## config.mk

```make
export PLATFORM = sky130hd
export DESIGN_NAME = sha3_block_feeder_flat
export DESIGN_NICKNAME = d
export VERILOG_FILES = /design/src/rtl/sha3_block_feeder_if.sv /design/src/rtl/sha3_block_feeder.sv /design/src/flat_wrapper.sv
export SDC_FILE = /design/constraint.sdc
export NUM_CORES = 2
export LEC_CHECK = 0
export BUFFER_PORTS_ARGS = -buffer_cell sky130_fd_sc_hd__buf_4
export CAP_MARGIN = 20
export CORE_AREA = 2 2 576 578
export CTS_BUF_LIST = sky130_fd_sc_hd__clkbuf_4 sky130_fd_sc_hd__clkbuf_8 sky130_fd_sc_hd__clkbuf_16
export DETAILED_ROUTE_END_ITERATION = 8
export DIE_AREA = 0 0 578 580
export SLEW_MARGIN = 10
export SYNTH_ARGS = -nofsm -noshare
export SYNTH_HDL_FRONTEND = slang
export SYNTH_SLANG_ARGS = --single-unit
```

## constraint.sdc

```tcl
create_clock -name clk -period 3.3 [get_ports clk]
set_input_delay 0.165 -clock clk [delete_from_list [all_inputs] [get_ports clk]]
set_output_delay 0.165 -clock clk [all_outputs]
set_load 0.02 [all_outputs]
```

## src/rtl/sha3_block_feeder_if.sv

```systemverilog
// Message, block, digest and output-beat channels between the SHA3 block feeder
// and its environment. "master" is the feeder's view and "slave" is the environment's view.
interface sha3_block_feeder_if #(
  parameter int RATE_WORDS   = 17,
  parameter int DIGEST_WORDS = 4
);
  logic                       s_valid;
  logic                       s_ready;
  logic [63:0]                s_data;
  logic                       s_last;
  logic [3:0]                 s_keep;
  logic                       blk_valid;
  logic                       blk_ready;
  logic [64*RATE_WORDS-1:0]   blk_data;
  logic                       blk_done;
  logic                       dig_valid;
  logic                       dig_ready;
  logic [64*DIGEST_WORDS-1:0] dig_data;
  logic                       m_valid;
  logic                       m_ready;
  logic [63:0]                m_data;
  logic                       m_last;
  logic                       busy;

  modport master (
    input  s_valid, s_data, s_last, s_keep, blk_ready, dig_valid, dig_data, m_ready,
    output s_ready, blk_valid, blk_data, blk_done, dig_ready, m_valid, m_data, m_last, busy
  );
  modport slave (
    output s_valid, s_data, s_last, s_keep, blk_ready, dig_valid, dig_data, m_ready,
    input  s_ready, blk_valid, blk_data, blk_done, dig_ready, m_valid, m_data, m_last, busy
  );
endinterface

```

## src/rtl/sha3_block_feeder.sv

```systemverilog
// Packs a 64-bit little-endian message stream into padded SHA3-256 rate blocks.
// It hands the blocks to the permutation wrapper and returns the digest as four 64-bit beats.
module sha3_block_feeder #(
  parameter int         RATE_WORDS   = 17,
  parameter int         DIGEST_WORDS = 4,
  parameter logic [7:0] DOMAIN_PAD   = 8'h06
) (
  input logic                  clk,
  input logic                  rst_n,
  sha3_block_feeder_if.master  bus
);
  localparam int IW = $clog2(RATE_WORDS);
  localparam int BW = $clog2(DIGEST_WORDS);
  localparam logic [IW-1:0] LAST_IDX  = IW'(RATE_WORDS - 1);
  localparam logic [BW-1:0] LAST_BEAT = BW'(DIGEST_WORDS - 1);

  typedef enum logic [2:0] {FILL, SEND, PAD_FILL, SEND_PAD, WAIT_DIG, EMIT} state_e;

  state_e                         state_q;
  logic [IW-1:0]                  idx_q;
  logic [BW-1:0]                  beat_q;
  logic [RATE_WORDS-1:0][63:0]    buf_q, fill_d;
  logic [DIGEST_WORDS-1:0][63:0]  dig_q;
  logic                           done_q, pad_pend_q;
  logic                           s_ready_q, blk_valid_q, dig_ready_q, m_valid_q, m_last_q, busy_q;
  logic [63:0]                    m_data_q;

  logic        accept, keep_full, no_room;
  logic [63:0] lane_d;

  assign accept    = bus.s_valid && s_ready_q;
  assign keep_full = !bus.s_last || (bus.s_keep >= 4'd8);
  assign no_room   = keep_full && (idx_q == LAST_IDX);

  // Short final word: drop bytes past s_keep and put the domain pad byte at s_keep.
  always_comb begin
    lane_d = bus.s_data;
    if (!keep_full) begin
      for (int j = 0; j < 8; j++) begin
        if (4'(j) > bus.s_keep)       lane_d[8*j +: 8] = 8'h00;
        else if (4'(j) == bus.s_keep) lane_d[8*j +: 8] = DOMAIN_PAD;
      end
    end
  end

  // The closing 0x80 is ORed, so a pad byte in lane 16 byte 7 becomes 0x86.
  always_comb begin
    fill_d         = buf_q;
    fill_d[idx_q]  = lane_d;
    if (bus.s_last) begin
      if (keep_full && !no_room) fill_d[idx_q + 1'b1][7:0] = DOMAIN_PAD;
      if (!no_room)              fill_d[RATE_WORDS-1][63]  = 1'b1;
    end
  end

  always_ff @(posedge clk or negedge rst_n) begin
    if (!rst_n) begin
      state_q     <= FILL;
      idx_q       <= '0;
      beat_q      <= '0;
      buf_q       <= '0;
      dig_q       <= '0;
      done_q      <= 1'b0;
      pad_pend_q  <= 1'b0;
      s_ready_q   <= 1'b1;
      blk_valid_q <= 1'b0;
      dig_ready_q <= 1'b0;
      m_valid_q   <= 1'b0;
      m_last_q    <= 1'b0;
      m_data_q    <= '0;
      busy_q      <= 1'b0;
    end else begin
      unique case (state_q)
        FILL: if (accept) begin
          buf_q  <= fill_d;
          busy_q <= 1'b1;
          if (bus.s_last || idx_q == LAST_IDX) begin
            state_q     <= SEND;
            s_ready_q   <= 1'b0;
            blk_valid_q <= 1'b1;
            done_q      <= bus.s_last && !no_room;
            pad_pend_q  <= bus.s_last && no_room;
          end else begin
            idx_q <= idx_q + 1'b1;
          end
        end
        SEND, SEND_PAD: if (bus.blk_ready) begin
          buf_q       <= '0;
          idx_q       <= '0;
          done_q      <= 1'b0;
          pad_pend_q  <= 1'b0;
          blk_valid_q <= 1'b0;
          if (pad_pend_q) begin
            state_q <= PAD_FILL;
          end else if (done_q) begin
            state_q     <= WAIT_DIG;
            dig_ready_q <= 1'b1;
          end else begin
            state_q   <= FILL;
            s_ready_q <= 1'b1;
            busy_q    <= 1'b0;
          end
        end
        PAD_FILL: begin
          buf_q[0]            <= 64'(DOMAIN_PAD);
          buf_q[RATE_WORDS-1] <= 64'h8000_0000_0000_0000;
          done_q              <= 1'b1;
          blk_valid_q         <= 1'b1;
          state_q             <= SEND_PAD;
        end
        WAIT_DIG: if (bus.dig_valid) begin
          dig_q       <= bus.dig_data;
          beat_q      <= '0;
          dig_ready_q <= 1'b0;
          m_valid_q   <= 1'b1;
          m_data_q    <= bus.dig_data[63:0];
          m_last_q    <= (DIGEST_WORDS == 1);
          state_q     <= EMIT;
        end
        EMIT: if (bus.m_ready) begin
          if (beat_q == LAST_BEAT) begin
            beat_q    <= '0;
            m_valid_q <= 1'b0;
            m_last_q  <= 1'b0;
            s_ready_q <= 1'b1;
            busy_q    <= 1'b0;
            state_q   <= FILL;
          end else begin
            beat_q   <= beat_q + 1'b1;
            m_data_q <= dig_q[beat_q + 1'b1];
            m_last_q <= (beat_q + 1'b1 == LAST_BEAT);
          end
        end
        default: state_q <= FILL;
      endcase
    end
  end

  assign bus.s_ready   = s_ready_q;
  assign bus.blk_valid = blk_valid_q;
  assign bus.blk_data  = buf_q;
  assign bus.blk_done  = done_q;
  assign bus.dig_ready = dig_ready_q;
  assign bus.m_valid   = m_valid_q;
  assign bus.m_data    = m_data_q;
  assign bus.m_last    = m_last_q;
  assign bus.busy      = busy_q;
endmodule

```

## src/flat_wrapper.sv

```systemverilog
// flat-port wrapper written by rule: the top's interface ports become plain ports
module sha3_block_feeder_flat 
#(
  parameter int         RATE_WORDS   = 17,
  parameter int         DIGEST_WORDS = 4,
  parameter logic [7:0] DOMAIN_PAD   = 8'h06
)
  (clk, rst_n, bus_s_valid, bus_s_data, bus_s_last, bus_s_keep, bus_blk_ready, bus_dig_valid, bus_dig_data, bus_m_ready, bus_s_ready, bus_blk_valid, bus_blk_data, bus_blk_done, bus_dig_ready, bus_m_valid, bus_m_data, bus_m_last, bus_busy);
  sha3_block_feeder_if #(.RATE_WORDS(RATE_WORDS), .DIGEST_WORDS(DIGEST_WORDS)) bus_i ();
  input logic clk;
  input logic rst_n;
  input wire logic [$bits(bus_i.s_valid)-1:0] bus_s_valid;
  input wire logic [$bits(bus_i.s_data)-1:0] bus_s_data;
  input wire logic [$bits(bus_i.s_last)-1:0] bus_s_last;
  input wire logic [$bits(bus_i.s_keep)-1:0] bus_s_keep;
  input wire logic [$bits(bus_i.blk_ready)-1:0] bus_blk_ready;
  input wire logic [$bits(bus_i.dig_valid)-1:0] bus_dig_valid;
  input wire logic [$bits(bus_i.dig_data)-1:0] bus_dig_data;
  input wire logic [$bits(bus_i.m_ready)-1:0] bus_m_ready;
  output wire logic [$bits(bus_i.s_ready)-1:0] bus_s_ready;
  output wire logic [$bits(bus_i.blk_valid)-1:0] bus_blk_valid;
  output wire logic [$bits(bus_i.blk_data)-1:0] bus_blk_data;
  output wire logic [$bits(bus_i.blk_done)-1:0] bus_blk_done;
  output wire logic [$bits(bus_i.dig_ready)-1:0] bus_dig_ready;
  output wire logic [$bits(bus_i.m_valid)-1:0] bus_m_valid;
  output wire logic [$bits(bus_i.m_data)-1:0] bus_m_data;
  output wire logic [$bits(bus_i.m_last)-1:0] bus_m_last;
  output wire logic [$bits(bus_i.busy)-1:0] bus_busy;
  assign bus_i.s_valid = bus_s_valid;
  assign bus_i.s_data = bus_s_data;
  assign bus_i.s_last = bus_s_last;
  assign bus_i.s_keep = bus_s_keep;
  assign bus_i.blk_ready = bus_blk_ready;
  assign bus_i.dig_valid = bus_dig_valid;
  assign bus_i.dig_data = bus_dig_data;
  assign bus_i.m_ready = bus_m_ready;
  assign bus_s_ready = bus_i.s_ready;
  assign bus_blk_valid = bus_i.blk_valid;
  assign bus_blk_data = bus_i.blk_data;
  assign bus_blk_done = bus_i.blk_done;
  assign bus_dig_ready = bus_i.dig_ready;
  assign bus_m_valid = bus_i.m_valid;
  assign bus_m_data = bus_i.m_data;
  assign bus_m_last = bus_i.m_last;
  assign bus_busy = bus_i.busy;
  sha3_block_feeder #(.RATE_WORDS(RATE_WORDS), .DIGEST_WORDS(DIGEST_WORDS), .DOMAIN_PAD(DOMAIN_PAD)) u_core (.clk(clk), .rst_n(rst_n), .bus(bus_i));
endmodule
```

==> summary.txt <==
Clock tree
  – Clock sink total: 1426
  – Root Buffer: clkbuf_16
  – Maximum clock path buffer count: 4
  – CTS tree: yes
  – Clock Latency Late Sink: 0.85 ns
  – Setup Fix Bufs, Post-CTS: 0
  – CTS Buf Count: 165
  – # H-tree levels: 4
  – Clock slew at reported path FFs: 0.07 ns

Synth
  – Synthesized area per cell: 12.2 µm²
  – Mapped Area: 56500 µm²
  – Count of different cell masters after synthesis: 79
  – Register area share after synthesis: 63.2%
  – Syn Nets: 4980
  – Post-synth EDFFs: 0
  – Synthesized flop and latch total: 1426
  – Async SR Flop Fraction: 100%
  – Commonest register cell after synthesis: dfrtp_1
  – Synth Instances: 4641
  – Synth warn: 0

Die
  – Initial core utilization: 17.1%
  – Core area: 329000 µm²
  – Die ar.: 335000 µm²
  – Die H: 580 µm
  – Die Wd: 578 µm
  – Row count: 211
  – IO Count: 1490

Critical path
  – Worst r2r src: u_core.state_q[0]$_DFFE_PN0P_
  – Critical Path Max Stage Delay: 0.80 ns
  – Worst Path Max Fanout: 56
  – Worst r2r path cells: 6
  – Worst EP arrival: 4.02 ns
  – Crit-path cells: nand4bb_1 -> buf_4 -> a2111oi_4 -> nor2_4 -> buf_12 -> a22o_1
  – Worst Setup End Kind: flip-flop
  – R2R Path End: u_core.bus.blk_data[361]$_DFFE_PN0P_
  – Critical path's slowest cell: a2111oi_4
  – Crit Path Class: flip-flop to flip-flop
  – Startpoint types: flip-flop
  – Crit path required time: 4.02 ns
  – R2r setup slk: -0.005 ns

Drt
  – Via count: 49800
  – Detailed-route DRC error count: 0
  – DRT iter0 DRCs: 4385
  – Wire per inst: 29.1 µm
  – Detailed Route WL: 321000 µm
  – Vias per inst: 4.51
  – DR pass1 iterations: 6
  – ANT nets after route: 0

Placed design
  – Port bufs: 1489
  – GP Congestion: 0.870
  – Detailed Place HPWL: 234000 µm
  – Dpl cells: 10300
  – DP Area: 74100 µm²

Cells and area
  – Area Growth Syn to Fin: 48.6%
  – Fill cell count: 34200
  – NumNets Final: 6828
  – Register area: 35700 µm²
  – Share of post-route cells with drive strength above 1: 34.7%
  – Post-route cell area: 83900 µm²
  – Non-Filler Instances: 11000
  – Multi-input logic area: 19100 µm²

Global route
  – Gr busiest metal: met2
  – Vias in the first global route: 50300
  – Initial antenna violation count: 59
  – Pin count of the biggest net entering global routing: 214
  – First-pass GRT wire length: 432000 µm
  – Met3 GRT Util: 4.44%
  – Met1 Use GR: 21.6%
  – Grt total ovfl: 0
  – Gr usage total: 18.4%
  – Met2 usage: 31.5%

STA
  – Max-slew violation count: 0
  – Final Cycle Share: 100%
  – Clock Skew: 0.0467 ns
  – Final hold viol count: 0
  – Setup TNS: -0.00860 ns
  – Setup ws final: -0.00549 ns
  – Actual slew at the worst max-slew pin: 1.20 ns
  – Unrepaired setup endpoints after global routing: no
  – Final setup violation count: 2
  – Fin Hold WS: 0.0508 ns
  – Fin crit period: 3.31 ns
  – Slew headroom: 20.2%
  – Max Fclk: 303 MHz

Power and ir drop
  – Power Dens Cells: 768 nW/µm²
  – Power consumption: 0.0644 W
  – Worst vdd ir: 0.687 mV
  – Leak: 39.1 nW

Outcome
  – Outcome: complete, but fails checks
  – Failing checks: setup timing

Worst hold path
  – Hold path start: bus_s_data[59]
  – Type of the most critical hold path: input pin to flip-flop
  – Hold-critical path depth: 3
  – Sink of the worst hold path: u_core.bus.blk_data[1083]$_DFFE_PN0P_

Run
  – MaxCap Viol Count: 0
-- kinds of logic (layout without fill, tap and decap cells) --
family | Yosys count | in the layout | synth area share [%]
buffers and inverters | 461 | 2434 | 3.81
DFF | 1426 | 1426 | 63.2
adders and majority gates | 8 | 8 | 0.177
muxes | 165 | 165 | 4.35
AOI/OAI and AO/OA | 1246 | 1246 | 18.9
xor gates and xnor gates | 1 | 1 | 0.0155
other | 0 | 43 | 0
and+or+nand+nor | 1334 | 1334 | 9.53
-- sequential cells by signal, summed over array words and instances, names as in the netlist --
signal and count:
u_core.idx_q 5, u_core.dig_q 256, u_core.bus.m_data 64, u_core.bus.m_valid 1, u_core.bus.blk_done 1, u_core.bus.m_last 1, u_core.state_q 3, u_core.bus.blk_data 1088
u_core.bus.blk_valid 1, u_core.pad_pend_q 1, u_core.beat_q 2, u_core.bus.dig_ready 1, u_core.bus.s_ready 1, u_core.bus.busy 1
-- per-stage QoR --
| stage | worst slack, ns | util, % |
|---|---|---|
| detailed placement | 0.160 | 22.5 |
| floorplan | 0.663 | - |
| global placement | 0.255 | 22.5 |
| global route | 0.0233 | 25.5 |
| finish | -0.00549 | 25.5 |
| CTS | 0.152 | 25.4 |
-- cells in the mapped netlist, types with 12 or more instances --
cell	count	area [µm²]
a311oi_1	12	105
a31oi_1	69	432
buf_2	166	831
mux4_2	64	1440
a22o_1	98	858
nand2_1	1075	4040
inv_1	12	45.0
buf_1	23	86.3
o21ai_1	15	75.1
o2bb2ai_1	668	5850
o31ai_1	31	233
clkbuf_1	227	852
o21ai_0	86	430
mux2i_1	97	971
a211oi_1	63	473
nor2_1	159	597
dfrtp_1	1425	35700
a221o_1	31	310
buf_6	26	293
o2bb2ai_2	82	1230
nand3_1	15	75.1
a21oi_1	42	210
-- worst max-delay path: cells and delay by family, from the launching register on --
kind | cells | cell delay, ns
compound gates | 2 | 1.20
buf+inv | 2 | 0.59
flops | 1 | 0.51
simple gates | 2 | 0.62
-- cells in the final DEF (no fill, tap or decap), drive strengths merged, types with 42 or more instances in the layout --
cell type and n:
dlygate4sd3 390, buf 1738, clkbuf 225, a22o 98
nand2 1076, a21oi 42, dfrtp 1425, o21ai 103
mux2i 97, a211oi 63, diode 43, o2bb2ai 750
a31oi 69, mux4 64, nor2 159
-- worst max-delay path by stage --
stage | from | to | slack, ns | cells past startpoint
2_1_floorplan | u_core.beat_q[0]$_DFFE_PN0P_ | u_core.bus.m_data[0]$_DFFE_PN0P_ | 0.66 | 10
3_3_place_gp | bus_s_keep[3] | u_core.bus.blk_data[602]$_DFFE_PN0P_ | 0.26 | 6
3_5_place_dp | u_core.state_q[0]$_DFFE_PN0P_ | u_core.bus.blk_data[361]$_DFFE_PN0P_ | 0.16 | 6
4_1_cts | u_core.idx_q[0]$_DFFE_PN0P_ | u_core.bus.blk_data[1025]$_DFFE_PN0P_ | 0.15 | 9
5_1_grt | u_core.state_q[0]$_DFFE_PN0P_ | u_core.bus.blk_data[362]$_DFFE_PN0P_ | 0.02 | 6
6_report | u_core.state_q[0]$_DFFE_PN0P_ | u_core.bus.blk_data[361]$_DFFE_PN0P_ | -0.005 | 6
-- power by group --
group / switching, W / internal [W] / leakage, nW
combinational: 0.0134 / 0.00774 / 17.1
clock: 0.00808 / 0.0116 / 2.85
sequential: 0.00250 / 0.0211 / 19.2
total: 0.0239 / 0.0405 / 39.1
-- layer usage --
| layer | up-vias | share of wire [%] |
|---|---|---|
| met5 | - | 0.023 |
| met4 | 10 | 5.2 |
| met3 | 642 | 8.4 |
| met2 | 2952 | 49 |
| met1 | 25700 | 38 |
| li1 | 20500 | - |
-- what timing repair did --
action,4_1_cts,5_1_grt
hold buffers,390,0
gates resized for setup,0,1
endpoints found under the hold margin,1757,0
setup endpoints to repair,0,2
-- area by class of cell --
class | count | area share, %
antenna | 43 | 0.128
clock buffer | 225 | 5.71
clock inverter | 67 | 1.17
inverter | 14 | 0.0627
multi-input combinational | 2754 | 22.8
sequential | 1426 | 42.6
tap | 4366 | 6.51
timing repair buffer | 2128 | 21.0
(Power assumes the default switching activity.)
